File: config.mk
export PLATFORM = sky130hd
export DESIGN_NAME = pipe_hazard_ctrl
export DESIGN_NICKNAME = d
export VERILOG_FILES = /design/src/rtl/pipe_ctrl_pkg.sv /design/src/rtl/sat_counter.sv /design/src/rtl/pipe_hazard_ctrl.sv
export SDC_FILE = /design/constraint.sdc
export NUM_CORES = 1
export LEC_CHECK = 0
export CORE_ASPECT_RATIO = 0.75
export CORE_MARGIN = 1
export CORE_UTILIZATION = 35
export DETAILED_ROUTE_END_ITERATION = 10
export PLACE_DENSITY = 0.66
export RECOVER_POWER = 25
export SYNTH_ARGS = -nofsm -noshare
export SYNTH_HDL_FRONTEND = slang
export SYNTH_SLANG_ARGS = --single-unit
export TNS_END_PERCENT = 100
File: constraint.sdc
create_clock -name clk_i -period 2.3 [get_ports clk_i]
set_clock_uncertainty 0.15 [all_clocks]
set_input_delay 0.46 -clock clk_i [delete_from_list [all_inputs] [get_ports clk_i]]
set_output_delay 0.46 -clock clk_i [all_outputs]
set_load 0.02 [all_outputs]
File: src/rtl/pipe_ctrl_pkg.sv
// Shared definitions for the pipeline stall/flush controller.
//   state_e : multiply-tracking FSM states
//   prio_e  : which hazard case currently owns the hold/flush outputs
//   REG_ZERO: architectural zero register (never a real dependency)
package pipe_ctrl_pkg;

  typedef enum logic [1:0] {
    RUN     = 2'd0,
    EX_BUSY = 2'd1,
    EX_DONE = 2'd2
  } state_e;

  typedef enum logic [2:0] {
    PRIO_NONE     = 3'd0,
    PRIO_FREEZE   = 3'd1,
    PRIO_BRANCH   = 3'd2,
    PRIO_EX_STALL = 3'd3,
    PRIO_LOAD_USE = 3'd4
  } prio_e;

  localparam int unsigned REG_ZERO = 0;

endpackage : pipe_ctrl_pkg

File: src/rtl/sat_counter.sv
// Saturating up-counter with synchronous clear.
//   clk_i, rst_i : clock, asynchronous active-low reset
//   clr_i        : clear to zero (wins over inc_i)
//   inc_i        : count up by one, sticking at all-ones
//   cnt_o        : current count
module sat_counter #(
  parameter int W = 8
) (
  input  logic         clk_i,
  input  logic         rst_i,
  input  logic         clr_i,
  input  logic         inc_i,
  output logic [W-1:0] cnt_o
);

  // NOTE: sequential state uses non-blocking assignments so every flop
  // samples its inputs from before the edge, independent of block order.
  always_ff @(posedge clk_i or negedge rst_i) begin
    if (!rst_i) begin
      cnt_o <= '0;
    end else if (clr_i) begin
      cnt_o <= '0;
    end else if (inc_i && (cnt_o != '1)) begin
      cnt_o <= cnt_o + 1'b1;
    end
  end

endmodule : sat_counter

File: src/rtl/pipe_hazard_ctrl.sv
// Central stall/flush controller for the 5-stage pipeline.
//   clk_i, rst_i                 : clock, asynchronous active-low reset
//   ifid_rs_i/ifid_rt_i          : sources of the instruction in ID
//   ifid_uses_rt_i               : ID instruction reads rt
//   idex_memread_i, idex_rt_i    : load in EX and its destination
//   mul_start_i, mul_done_i      : multiply start / result valid
//   branch_taken_i               : taken branch resolved in MEM
//   dmem_wait_i                  : data memory not ready (freezes pipe)
//   *_hold_o                     : register keeps its value
//   *_flush_o                    : register loads a NOP
//   mul_abort_o                  : squash in-flight multiply
//   timeout_o                    : sticky memory-timeout flag
//   stall_cnt_o                  : saturating count of pc_hold_o cycles
module pipe_hazard_ctrl #(
  parameter int REG_W   = 5,
  parameter int CNT_W   = 16,
  parameter int TIMEOUT = 64
) (
  input  logic             clk_i,
  input  logic             rst_i,
  input  logic [REG_W-1:0] ifid_rs_i,
  input  logic [REG_W-1:0] ifid_rt_i,
  input  logic             ifid_uses_rt_i,
  input  logic             idex_memread_i,
  input  logic [REG_W-1:0] idex_rt_i,
  input  logic             mul_start_i,
  input  logic             mul_done_i,
  input  logic             branch_taken_i,
  input  logic             dmem_wait_i,
  output logic             pc_hold_o,
  output logic             ifid_hold_o,
  output logic             idex_hold_o,
  output logic             exmem_hold_o,
  output logic             ifid_flush_o,
  output logic             idex_flush_o,
  output logic             exmem_flush_o,
  output logic             memwb_flush_o,
  output logic             mul_abort_o,
  output logic             timeout_o,
  output logic [CNT_W-1:0] stall_cnt_o
);

  import pipe_ctrl_pkg::*;

  // Wide enough to reach TIMEOUT, so saturation never hides the trip point.
  localparam int WAIT_W = $clog2(TIMEOUT + 1);
  localparam logic [WAIT_W-1:0] WAIT_LAST = WAIT_W'(TIMEOUT - 1);

  state_e            state_q, state_d;
  prio_e             prio;
  logic              ex_stall, load_use;
  logic [WAIT_W-1:0] wait_cnt;

  // Priority decode: freeze beats branch so a branch seen during a freeze
  // is simply serviced in the first unfrozen cycle (MEM keeps presenting it).
  // NOTE: every always_comb output gets a default first; a path that leaves
  // one unassigned would infer a latch.
  always_comb begin
    ex_stall = ((state_q == RUN) && mul_start_i) ||
               ((state_q == EX_BUSY) && !mul_done_i);
    load_use = idex_memread_i && (idex_rt_i != REG_W'(REG_ZERO)) &&
               ((idex_rt_i == ifid_rs_i) ||
                (ifid_uses_rt_i && (idex_rt_i == ifid_rt_i)));
    prio = PRIO_NONE;
    if (dmem_wait_i)         prio = PRIO_FREEZE;
    else if (branch_taken_i) prio = PRIO_BRANCH;
    else if (ex_stall)       prio = PRIO_EX_STALL;
    else if (load_use)       prio = PRIO_LOAD_USE;
  end

  always_comb begin
    pc_hold_o     = 1'b0;
    ifid_hold_o   = 1'b0;
    idex_hold_o   = 1'b0;
    exmem_hold_o  = 1'b0;
    ifid_flush_o  = 1'b0;
    idex_flush_o  = 1'b0;
    exmem_flush_o = 1'b0;
    memwb_flush_o = 1'b0;
    mul_abort_o   = 1'b0;
    unique case (prio)
      PRIO_FREEZE: begin
        pc_hold_o     = 1'b1;
        ifid_hold_o   = 1'b1;
        idex_hold_o   = 1'b1;
        exmem_hold_o  = 1'b1;
        memwb_flush_o = 1'b1;
      end
      PRIO_BRANCH: begin
        ifid_flush_o  = 1'b1;
        idex_flush_o  = 1'b1;
        exmem_flush_o = 1'b1;
        mul_abort_o   = (state_q != RUN) || mul_start_i;
      end
      PRIO_EX_STALL: begin
        pc_hold_o     = 1'b1;
        ifid_hold_o   = 1'b1;
        idex_hold_o   = 1'b1;
        exmem_flush_o = 1'b1;
      end
      PRIO_LOAD_USE: begin
        pc_hold_o    = 1'b1;
        ifid_hold_o  = 1'b1;
        idex_flush_o = 1'b1;
      end
      default: ;
    endcase
  end

  // Multiply tracker. EX_DONE remembers a result that arrived while frozen,
  // so the thawed cycle does not stall again.
  always_comb begin
    state_d = state_q;
    unique case (state_q)
      RUN:     if (mul_start_i && !dmem_wait_i && !branch_taken_i) state_d = EX_BUSY;
      EX_BUSY: if (mul_done_i) state_d = dmem_wait_i ? EX_DONE : RUN;
      EX_DONE: if (!dmem_wait_i) state_d = RUN;
      default: state_d = RUN;
    endcase
    if (branch_taken_i && !dmem_wait_i) state_d = RUN;
  end

  always_ff @(posedge clk_i or negedge rst_i) begin
    if (!rst_i) begin
      state_q   <= RUN;
      timeout_o <= 1'b0;
    end else begin
      state_q <= state_d;
      // Trips on the edge that closes the TIMEOUT-th consecutive wait cycle.
      if (dmem_wait_i && (wait_cnt >= WAIT_LAST)) timeout_o <= 1'b1;
    end
  end

  sat_counter #(.W(WAIT_W)) u_wait_cnt (
    .clk_i (clk_i),
    .rst_i (rst_i),
    .clr_i (!dmem_wait_i),
    .inc_i (dmem_wait_i),
    .cnt_o (wait_cnt)
  );

  sat_counter #(.W(CNT_W)) u_stall_cnt (
    .clk_i (clk_i),
    .rst_i (rst_i),
    .clr_i (1'b0),
    .inc_i (pc_hold_o),
    .cnt_o (stall_cnt_o)
  );

endmodule : pipe_hazard_ctrl

### Yosys cells after proc, flatten, opt, wreduce, memory -nomap -nowiden

Cells that the tools add are included.

* register bits: 26
* input port bits: 23
* output and inout port bits: 26
* word-level logic and storage cells: 65

* add/subtract/negate cells: 2
* order comparisons: 1
* equal/unequal tests: 14
* multiplexer cells: 19
* reductions and logical operators: 25

Operator list (count)
* $add 16x1->16 const B: 1
* $ne 16x16->1 const B: 1
* $mux 7: 2
* $mux 3: 4
* $logic_and 1x1->1: 11
* $eq 5x5->1: 2
* $mux 2: 5
* $add 7x1->7 const B: 1
* $ge 7x6->1 const B: 1
* $mux 1: 7
* $ne 7x7->1 const B: 1
* $eq 3x2->1 const B: 2
* $pmux 2 s3: 1
* $reduce_or 2->1: 3
* $reduce_bool 5->1: 1
* $eq 3x1->1 const B: 1
* $eq 3x3->1 const B: 1
* $logic_not 1->1: 3
* $logic_or 1x1->1: 3
* $ne 3x1->1 const B: 1
* $ne 3x2->1 const B: 1
* $ne 3x3->1 const B: 1
* $reduce_and 3->1: 1
* $reduce_or 3->1: 1
* 5 further kinds: 5

### Depth between registers and ports, before layout

* depth after elaboration: 12
* depth in mapped cells: 7
* depth with buffers taken out: 6

### By module

From an unflattened synthesis, not the netlist that was laid out.

* cells, all modules: 186
* area total of the unflattened synthesis: 1735.4 µm²

Modules (own cells, without submodules)
* sat_counter (u_stall_cnt): instances 1, cells each 98, area each 942.2 µm², sequential area each 400.4 µm²
* sat_counter (u_wait_cnt): instances 1, cells each 41, area each 427.9 µm², sequential area each 175.2 µm²
* pipe_hazard_ctrl: instances 1, cells each 47, area each 365.4 µm², sequential area each 75.1 µm²

### Least setup slack after synthesis

Ideal clock, no wire load.

* kind: input port to output port
* start point: input idex_rt_i[1]
* end point: output pc_hold_o
* arrival time: 1.867 ns
* required time: 1.690 ns
* slack: -0.177 ns
* stages on the path: 7
* buffers on the path: 2
* cell sequence: or4_1 -> o21ai_1 -> nor3_2 -> a21oi_4 -> buf_6 -> inv_1 -> buf_4

* cells in the longest elaborated chain, start to end: 11

Ends and longest elaborated chain
* start: declaration: RTL line pipe_hazard_ctrl.sv:25 `input logic [REG_W-1:0] idex_rt_i,`
* $eq 5x5->1: RTL line pipe_hazard_ctrl.sv:63 `(ifid_uses_rt_i && (idex_rt_i == ifid_rt_i)));`
* $logic_and 1x1->1: RTL line pipe_hazard_ctrl.sv:63
* $logic_or 1x1->1: RTL line pipe_hazard_ctrl.sv:62 `((idex_rt_i == ifid_rs_i) ||`
* $logic_and 1x1->1 (*): RTL line pipe_hazard_ctrl.sv:61 `load_use = idex_memread_i && (idex_rt_i != REG_W'(REG_ZERO)) &&`
* $mux 3 (*): RTL line pipe_hazard_ctrl.sv:68 `else if (load_use) prio = PRIO_LOAD_USE;`
* $mux 3 (*): RTL line pipe_hazard_ctrl.sv:67 `else if (ex_stall) prio = PRIO_EX_STALL;`
* $mux 3 (*): RTL line pipe_hazard_ctrl.sv:66 `else if (branch_taken_i) prio = PRIO_BRANCH;`
* $mux 3 (*): RTL line pipe_hazard_ctrl.sv:65 `if (dmem_wait_i) prio = PRIO_FREEZE;`
* $eq 3x1->1, or another cell as far along
* $reduce_or 3->1 (no source line) (*)
* $mux 1 (*)
* end: declaration: RTL line pipe_hazard_ctrl.sv:30 `output logic pc_hold_o,`

Every way passes the cells marked *; elsewhere a longest branch is shown, timed or not.

### Worst setup path after layout

* start point: input idex_rt_i[1]
* end point: output pc_hold_o

* cells in the longest elaborated chain, start to end: 11

Ends and longest elaborated chain
* $eq 5x5->1: RTL line pipe_hazard_ctrl.sv:63
* $logic_and 1x1->1: RTL line pipe_hazard_ctrl.sv:63
* $logic_or 1x1->1: RTL line pipe_hazard_ctrl.sv:62
* $logic_and 1x1->1 (*): RTL line pipe_hazard_ctrl.sv:61
* $mux 3 (*): RTL line pipe_hazard_ctrl.sv:68
* $mux 3 (*): RTL line pipe_hazard_ctrl.sv:67
* $mux 3 (*): RTL line pipe_hazard_ctrl.sv:66
* $mux 3 (*): RTL line pipe_hazard_ctrl.sv:65
* $eq 3x1->1, or another cell as far along: RTL line pipe_hazard_ctrl.sv:81 `unique case (prio)`
* $reduce_or 3->1 (no source line) (*)
* $mux 1 (*): RTL line pipe_hazard_ctrl.sv:81

Marks and branches as above.

==> run summary <==
The flow ran to the end, and the final reports show no timing, DRC or antenna violations. For this run, the number of Yosys warnings is 0. The wire length per cell was 13.3 um; the number of buffer and inverter instances along the worst setup path was 3. For this design, the CTS-stage hold fixing added 0 buffers. The cell type of the slowest stage on the worst timing path was sky130_fd_sc_hd__or4_4. The endpoint kind of the worst setup timing path is an output pin. The design draws 1.61 mW. Measured against its own limit, the worst slew margin works out to 8.59%. The reg-to-reg startpoint is u_stall_cnt.cnt_o[0]$_DFFE_PN0P_. After detailed routing, the total wire length is 3.46 mm. The worst setup path is of the primary input to output pin kind. The total stage count of the critical path was 7; the count of cell types in the netlist was 36. When the netlist entered floorplanning its net count stood at 169. Global routing used 17.0% of the available tracks across all layers. The repair_antennas step left the layout with diodes totalling 0. Entering global routing, the biggest net connects 27 pins. The logs give 0.00446 sq mm for the area of the die and 1.66 ns for the data arrival time of the critical path.

The post-synthesis cell area is 0.00147 sq mm, and the number of nets at the end of the flow is 234. The hold violation total from the final report is 0, and the effective utilization at floorplan is 38.3%. On the worst path, the slowest cell contributes a delay of 0.53 ns.

The die boundary height works out to 58.1 um. In this run the power density over the cells is 737 mW/mm^2. For the number of iterations in the first detailed-routing pass, the log shows 4. The shortest clock period the worst path allows after layout was 2.27 ns; the gate count after technology mapping was 144.

In this run the worst path has a maximum fanout of 2. Maximum VDD drop: 0.686 mV. The number of global-route vias before repair was 1,286; the average size of a mapped cell was 10.2 sq um.

The total area inside the core boundary comes to 0.00383 sq mm. The logs give 0 for the global-route congestion overflow total and 0 for the setup-violating endpoint count in the final report. The data required time of the worst path was 1.69 ns; the transition time of the tightest slew-check pin was 1.37 ns. The count of state elements after synthesis was 26; the number of sinks driven by the clock tree was 26. From synthesis to final layout, the design area changed by 48.6%.

Traced cell by cell, the critical path runs through buf_6, or4_4, o21ai_4, nor3_4, a21oi_4, inv_2, buf_6. The worst register-to-register path has a depth of 7. In the synthesized netlist the dominant register cell turns out to be sky130_fd_sc_hd__dfrtp_1. The clock reaches the later pin of the worst-skew pair after 0.27 ns. On the final layout, the worst hold slack is 0.341 ns. The number of antenna violations at the first check in global routing was 0. The worst min-delay path class was register to register. The library cells used most frequently in the layout, excluding fill and tap cells, are sky130_fd_sc_hd__dfrtp_1, sky130_fd_sc_hd__clkdlybuf4s50_1, sky130_fd_sc_hd__buf_4. The final count of pins violating max slew is 0. 49 I/O pins were placed. Setup repair after global routing could not meet its margin everywhere. The library cell used most frequently in the layout, excluding fill and tap cells, is sky130_fd_sc_hd__dfrtp_1. The logs give 1 for the CTS H-tree depth and 3 for the number of CTS-inserted buffers.

The tools report the sum of net half-perimeters after detailed placement as 2.62 mm. The DRC violation count after routing is 0. The logs give 19 for the number of placement rows and 6.00 mm for the wire length of the first global-routing pass. For this run, asynchronously set or reset flops after synthesis account for 100%. For the total placed instance area, the log shows 0.00210 sq mm. The reported max-cap violation count is 0. STA classifies the critical path startpoint as a primary input. The count of flip-flops with a built-in enable after synthesis came out at 0.

Following the worst setup path forward leads to its endpoint at pc_hold_o. After routing the design area is 0.00218 sq mm. The routability congestion estimate from global placement is 0.786.

Remaining number of nets flagged by the antenna check after routing: 0. Source of the critical timing path: idex_rt_i[1]. No sink is reached through more buffers than the 2 on the longest clock path. The width of the chip is 76.7 um, and the clock transition at the register clock pins on the worst setup and hold paths after CTS is 0.09 ns. The tools report the buffer type at the clock tree root as sky130_fd_sc_hd__clkbuf_8.

The logs give 1.00 nW for the cell leakage power and 0.19 ns for the slack of the worst reg-to-reg path. TritonCTS built the clock tree. Dividing the detail-routed via count by the number of cells gives 4.88. The routed layout has 1,269 vias. Endpoint of the worst-slack reg-to-reg timing path: u_stall_cnt.cnt_o[1]$_DFFE_PN0P_. After filler insertion, the fill cell instance count of the layout stands at 342. For this run, the top clock speed supported by timing is 0.440 GHz. Of the available clock period, the critical path in the final layout requires 98.8%. Family with the most delay on the worst path: simple AND/OR/NAND/NOR gates.

Among the stages of the critical path, the cell type that occurs most often is sky130_fd_sc_hd__buf_6. The post-route netlist has 20.7% of its cells at a drive strength greater than 1. The number of port buffers is 48, and the first-iteration detailed-routing DRC count is 61. Summing the sequential cell areas from Yosys gives 44.4% of the chip area.
## area by class of cell
cell class / instances / area [sq um] / share of cell area (%)
sequential: 26 / 651 / 29.9
timing repair buffer: 67 / 598 / 27.4
clock buffer: 4 / 55.1 / 2.53
multi-input combinational: 109 / 803 / 36.9
tap: 52 / 65.1 / 2.99
inverter: 2 / 7.51 / 0.344
## worst reg2reg max path, stage by stage (launching register included)
cell and delay [ns]:
sky130_fd_sc_hd__dfrtp_1 0.41, sky130_fd_sc_hd__ha_1 0.17, sky130_fd_sc_hd__and3_1 0.25, sky130_fd_sc_hd__nand2_1 0.10, sky130_fd_sc_hd__nor3_2 0.33, sky130_fd_sc_hd__buf_4 0.23, sky130_fd_sc_hd__nor2_2 0.06, sky130_fd_sc_hd__mux2_4 0.30
## state kept, by name, indices dropped and copies added, names as in the netlist
register / flops
u_stall_cnt.cnt_o: 16
state_q: 2
timeout_o: 1
u_wait_cnt.cnt_o: 7
## timing repair
action | 4_1_cts | 5_1_grt
gates resized for setup | 57 | 9
setup endpoints to repair | 15 | 5
buffers inserted | 1 | 0
pin swaps | 6 | 12
## cell usage after synthesis (2+ instances only)
cell type,number,share of area (%)
sky130_fd_sc_hd__a21oi_1,2,0.68
sky130_fd_sc_hd__a31oi_1,4,1.7
sky130_fd_sc_hd__and2_1,4,1.7
sky130_fd_sc_hd__and3_1,8,3.4
sky130_fd_sc_hd__buf_2,2,0.68
sky130_fd_sc_hd__buf_4,2,1.0
sky130_fd_sc_hd__clkbuf_1,2,0.51
sky130_fd_sc_hd__dfrtp_1,26,44
sky130_fd_sc_hd__ha_1,2,1.7
sky130_fd_sc_hd__inv_1,2,0.51
sky130_fd_sc_hd__mux2i_1,2,1.4
sky130_fd_sc_hd__nand2_1,7,1.8
sky130_fd_sc_hd__nand3_1,7,2.4
sky130_fd_sc_hd__nand4_1,6,2.6
sky130_fd_sc_hd__nor2_1,7,1.8
sky130_fd_sc_hd__nor2b_1,2,0.85
sky130_fd_sc_hd__nor3_1,7,2.4
sky130_fd_sc_hd__nor3_2,2,1.4
sky130_fd_sc_hd__nor3b_1,3,1.5
sky130_fd_sc_hd__nor3b_2,2,1.7
sky130_fd_sc_hd__nor4_1,3,1.3
sky130_fd_sc_hd__o21ai_0,3,1.0
sky130_fd_sc_hd__xnor2_1,11,6.6
sky130_fd_sc_hd__xor2_1,16,9.6
## metrics by stage
step	utilization, %	setup WS, ns	setup TNS, ns	instances
6_report	56.9	0.0286	0	260
5_1_grt	56.9	-0.0196	-0.0429	260
4_1_cts	56.4	-0.0417	-0.121	260
3_5_place_dp	55.0	-0.749	-8.57	255
3_3_place_gp	55.0	-0.689	-7.53	255
2_1_floorplan	-	-0.154	-0.154	144
## where the power goes
group          internal [mW]  leakage [nW]  switching (mW)
registers              0.554         0.314           0.114
logic                  0.338         0.657           0.313
clock network          0.153        0.0288           0.135
total                   1.04          1.00           0.562
## cells by family after synthesis
group	share of synthesized area, %
AOI/OAI and AO/OA	7.17
xor gates and xnor gates	16.1
adders and majority gates	1.71
buffers and inverters	3.50
DFF	44.4
muxes	2.39
and+or+nand+nor	24.7
## per-layer routing
layer | vias to the layer above | part of all wire, % | wire, um | global-route usage (%)
met4 | 0 | 0.35 | 12 | 2.47
met3 | 2 | 3.3 | 115 | 4.41
met5 | - | 0 | 0 | 0
met1 | 616 | 50 | 1740 | 23.8
met2 | 16 | 46 | 1600 | 27.3
li1 | 635 | - | - | -
## worst min-delay path by stage
stage	startpoint	cells after the start	endpoint
global route	u_stall_cnt.cnt_o[7]$_DFFE_PN0P_	1	u_stall_cnt.cnt_o[7]$_DFFE_PN0P_
global placement	timeout_o$_DFFE_PN0P_	1	timeout_o$_DFFE_PN0P_
detailed placement	timeout_o$_DFFE_PN0P_	1	timeout_o$_DFFE_PN0P_
finish	u_stall_cnt.cnt_o[9]$_DFFE_PN0P_	1	u_stall_cnt.cnt_o[9]$_DFFE_PN0P_
floorplan	rst_i	0	state_q[0]$_DFFE_PN0P_
CTS	u_stall_cnt.cnt_o[7]$_DFFE_PN0P_	1	u_stall_cnt.cnt_o[7]$_DFFE_PN0P_
Power figures use the tool's default switching activity.
